===== config.mk =====
export PLATFORM = sky130hd
export DESIGN_NAME = beu_clmul_seq
export DESIGN_NICKNAME = d
export VERILOG_FILES = /design/src/rtl/beu_clmul_seq.sv
export SDC_FILE = /design/constraint.sdc
export NUM_CORES = 1
export LEC_CHECK = 0
export BUFFER_PORTS_ARGS = -buffer_cell sky130_fd_sc_hd__buf_4
export CORE_UTILIZATION = 48
export CTS_BUF_LIST = sky130_fd_sc_hd__clkbuf_4
export DETAILED_ROUTE_END_ITERATION = 16
export PLACE_DENSITY = 0.67
export RECOVER_POWER = 25
export SLEW_MARGIN = 20
export SYNTH_ARGS = -nofsm -noshare
export SYNTH_HDL_FRONTEND = slang
export SYNTH_SLANG_ARGS = --single-unit

===== constraint.sdc =====
create_clock -name s_clk_i -period 2.9 [get_ports s_clk_i]
set_input_delay 0.29 -clock s_clk_i [delete_from_list [all_inputs] [get_ports s_clk_i]]
set_output_delay 0.29 -clock s_clk_i [all_outputs]
set_load 0.01 [all_outputs]

===== src/rtl/beu_clmul_seq.sv =====
// Iterative carry-less multiplier for clmul/clmulh/clmulr.
// Retires BITS_PER_CYCLE multiplier bits per cycle and exits early once the remaining multiplier is zero.
module beu_clmul_seq #(
  parameter int BITS_PER_CYCLE = 4
) (
  input  logic        s_clk_i,
  input  logic        s_resetn_i,
  input  logic        s_flush_i,
  input  logic        s_start_i,
  input  logic [1:0]  s_fun_i,
  input  logic [31:0] s_op1_i,
  input  logic [31:0] s_op2_i,
  output logic        s_busy_o,
  output logic        s_valid_o,
  output logic [31:0] s_result_o
);

  if (BITS_PER_CYCLE != 1 && BITS_PER_CYCLE != 2 &&
      BITS_PER_CYCLE != 4 && BITS_PER_CYCLE != 8) begin : g_bad_bpc
    $error("beu_clmul_seq: BITS_PER_CYCLE must be 1, 2, 4 or 8");
  end

  localparam logic [1:0] ST_IDLE = 2'd0;
  localparam logic [1:0] ST_RUN  = 2'd1;
  localparam logic [1:0] ST_DONE = 2'd2;

  logic [1:0]  r_state;
  logic [63:0] r_acc;
  logic [63:0] r_mcand;
  logic [31:0] r_mplier;
  logic [1:0]  r_fun;
  logic [31:0] r_result;

  logic        w_accept;
  logic [63:0] w_acc_next;
  logic [63:0] w_mcand_next;
  logic [31:0] w_mplier_next;
  logic [31:0] w_sel;

  assign w_accept = (r_state == ST_IDLE || r_state == ST_DONE) && s_start_i && !s_flush_i;

  // One RUN step: fold the low multiplier bits into the accumulator with XOR (GF(2) product)
  always_comb begin
    w_acc_next = r_acc;
    for (int k = 0; k < BITS_PER_CYCLE; k++) begin
      if (r_mplier[k]) begin
        w_acc_next = w_acc_next ^ (r_mcand << k);
      end
    end
    w_mcand_next  = r_mcand << BITS_PER_CYCLE;
    w_mplier_next = r_mplier >> BITS_PER_CYCLE;
  end

  always_comb begin
    w_sel = 32'd0;
    case (r_fun)
      2'b00:   w_sel = w_acc_next[31:0];
      2'b01:   w_sel = w_acc_next[63:32];
      2'b10:   w_sel = w_acc_next[62:31];
      default: w_sel = 32'd0;
    endcase
  end

  always_ff @(posedge s_clk_i) begin
    if (!s_resetn_i) begin
      r_state  <= ST_IDLE;
      r_acc    <= 64'd0;
      r_mcand  <= 64'd0;
      r_mplier <= 32'd0;
      r_fun    <= 2'd0;
      r_result <= 32'd0;
    end else begin
      case (r_state)
        ST_RUN: begin
          if (s_flush_i) begin
            r_state <= ST_IDLE;
          end else begin
            r_acc    <= w_acc_next;
            r_mcand  <= w_mcand_next;
            r_mplier <= w_mplier_next;
            if (w_mplier_next == 32'd0) begin
              r_state  <= ST_DONE;
              r_result <= w_sel;
            end
          end
        end
        default: begin
          // IDLE and DONE both accept; DONE falls back to IDLE otherwise
          if (w_accept) begin
            r_state  <= ST_RUN;
            r_acc    <= 64'd0;
            r_mcand  <= {32'd0, s_op1_i};
            r_mplier <= s_op2_i;
            r_fun    <= s_fun_i;
          end else begin
            r_state <= ST_IDLE;
          end
        end
      endcase
    end
  end

  assign s_busy_o   = (r_state == ST_RUN);
  assign s_valid_o  = (r_state == ST_DONE);
  assign s_result_o = r_result;

endmodule


==> reports/metrics.cfg <==
[outcome]
outcome=finished, final reports clean

[timing]
final_max_slew_viol_count=0
finalSetupViolCount=0
timing.fmax_mhz=406
slew_headroom_pct=28.9
tns_ps=0
min_period_ps=2460
fin_crit_sh_pct=85.0
tightest_slew_ps=1070
finClkSkew_ps=29.3
rsz0062_at_grt=no
hold_violations=0

[routing]
ant_nets=0
wl_per_cell_um=15.9
firstDrtPassIters=6
vias=11046
via_per_inst=5.47
routed_wl_mm=32.1
drc_errors=0
drtIter0Drc=918

[cells_and_area]
drive_gt1_share_pct=10.2
area_growth_pct=15.5
final_cell_mix=nand2_1, nor2_1, dfxtp_1
finalNetCount=1758
final_common_cell=nand2_1
final_cells=2021

[worst_hold_path]
hold-path-endpoint=r_fun[1]$_SDFFE_PN0P_
min_delay_path_depth=4
hold_path.class=in -> reg
min-delay-start=s_start_i

[clock_network]
cts_root_buf=clkbuf_4
cts_sinks=196
clk-insertion-delay-late_ps=610
cts-htree-levels=4
cts_buffers=17
clk_pin_slew_worst_paths_ps=180
cts_buffer_depth=2
cts_tree=yes

[floorplan]
num_rows=56
io_pins=104
core-area_um2=23600
dieArea_um2=24900
initial_utilization_pct=49.3
die_h_um=158
die_w_um=158

[synth]
syn_nets=1667
netlist_area_um2=11600
synth_ff_type=dfxtp_1
synth-seq-cells=196
yosysUniqueCellTypes=44
yosys_warnings=0
seq_area_frac_synth_pct=33.7
avgSynthCellArea_um2=7.29
async_reset_ff_share_pct=0
synthCells=1597
synth_edf_count=0

[placed_design]
hpwl_mm=21.2
gp_congestion=0.832
place.port_buffers=103
placed_cells=1922

[global_routing]
grt_pass1_wl_mm=51.6
grt_overflow=0
grt_usage_pct=26.2
grt_pass1_vias=9949
grt_max_degree=90
antenna_found_initial=1

[setup_path]
cp_num_buf_inv=2
reg2reg_depth=7
crit_type=reg -> reg
crit_path_start_kind=register
cp_max_fo=66
cp_common_cell=nand2b_2
cpPeakStageDelay_ps=630
crit_family=simple AND/OR/NAND/NOR gates
end_kind=register
r2r_start=r_state[1]$_SDFFE_PN0P_
critPathSlowestCell=buf_4
r2r-end=r_mcand[28]$_SDFFE_PN0P_
path_cells=nand2b_2 -> inv_2 -> nand2b_2 -> nand2_2 -> buf_4 -> nor2_1 -> a311oi_1
cp_data_required_time_ps=3400
regToRegSetupSlack_ps=440
startpoint=r_state[1]$_SDFFE_PN0P_
worstPathArrival_ps=2970

[flow_run]
drv_cap=0

[power]
peakVddDrop_mv=0.282
power.density_nw_per_um2=404
power_leakage_uw=0.00467

[repair_timing]
item / CTS / global route
hold endpoints to repair: 66 / 0
endpoints found under the setup margin: 0 / 0
hold buffers: 66 / 0
buffers inserted: 0 / 0
resized for setup: 0 / 0
[synth_stat cells, types with 4 or more instances]
library cell / n / area [µm²]
buf_6: 4 / 45.0
and3_1: 33 / 206
or2_2: 25 / 156
nor2_1: 198 / 743
a22oi_1: 92 / 691
o21ai_0: 38 / 190
dfxtp_1: 196 / 3920
nor4_1: 5 / 31.3
xnor2_1: 129 / 1130
a311oi_1: 56 / 490
xor2_1: 94 / 823
nor2b_1: 4 / 25.0
clkbuf_1: 98 / 368
nand2_1: 419 / 1570
a31oi_1: 25 / 156
a2bb2oi_1: 6 / 52.6
nand3_1: 24 / 120
and2_1: 27 / 169
buf_2: 8 / 40.0
a21oi_1: 48 / 240
o21ai_1: 24 / 120
nand2b_1: 5 / 31.3
buf_1: 10 / 37.5
[sequential cells by signal, indices dropped and copies added (netlist names)]
signal,count
r_acc,64
r_fun,2
r_mcand,64
r_mplier,32
r_state,2
s_result_o,32
[cell families after synthesis]
family	count (synthesis)	synth area share, %
compound gates	297	17.5
xor+xnor	225	17.2
simple gates	753	27.1
flops	196	33.7
buf+inv	124	4.35
mux	2	0.183
[worst reg2reg max path, cell delays in order, from the launching register on]
cell and delay, ps:
dfxtp_1 340, nand2b_2 180, inv_2 60, nand2b_2 160, nand2_2 610, buf_4 630
nor2_1 120, a311oi_1 280
[through the flow]
| stage | hold WS, ps | utilization, % | total power (µW) | cell area, µm² | worst slack [ps] |
|---|---|---|---|---|---|
| after CTS | 71.6 | 57.5 | 5470 | 13600 | 451 |
| after floorplan | 426 | - | 3500 | 11600 | 874 |
| after detailed placement | 474 | 53.4 | 3810 | 12600 | 502 |
| final | 109 | 57.0 | 5440 | 13500 | 436 |
| after global placement | 462 | 53.4 | 3800 | 12600 | 532 |
| after global routing | 61.0 | 57.0 | 5700 | 13500 | 151 |
[report_power, final]
part	internal (µW)	switching [µW]	total [µW]
combinational	385	553	938
sequential	2780	121	2900
clock	486	1120	1600
total	3650	1790	5440
[layer usage]
layer | vias up | share of wire [%] | GRT usage [%]
met2 | 293 | 45 | 41.6
met1 | 5208 | 49 | 37.6
met4 | 0 | 1.2 | 5.41
met3 | 23 | 5.0 | 3.75
met5 | - | 0 | 0
li1 | 5522 | - | -
[final cells by class]
type | count | area, µm²
diodes | 1 | 2.50
clock buffers | 17 | 128
clock inverters | 15 | 184
fillers | 2262 | 10200
inverters | 3 | 13.8
multi-input cells | 1277 | 7240
flip-flops and latches | 196 | 3930
well taps | 319 | 399
repair buffers | 193 | 1560
[how the worst max path moves through the flow]
stage | slack (ps) | depth (start not counted) | endpoint
global route | 150 | 7 | r_mplier[23]$_SDFFE_PN0P_
floorplan | 870 | 6 | s_result_o[1]$_SDFFE_PN0P_
detailed placement | 500 | 7 | s_result_o[30]$_SDFFE_PN0P_
finish | 440 | 7 | r_mcand[28]$_SDFFE_PN0P_
global placement | 530 | 7 | s_result_o[20]$_SDFFE_PN0P_
CTS | 450 | 7 | s_result_o[30]$_SDFFE_PN0P_
(Power assumes the default switching activity.)
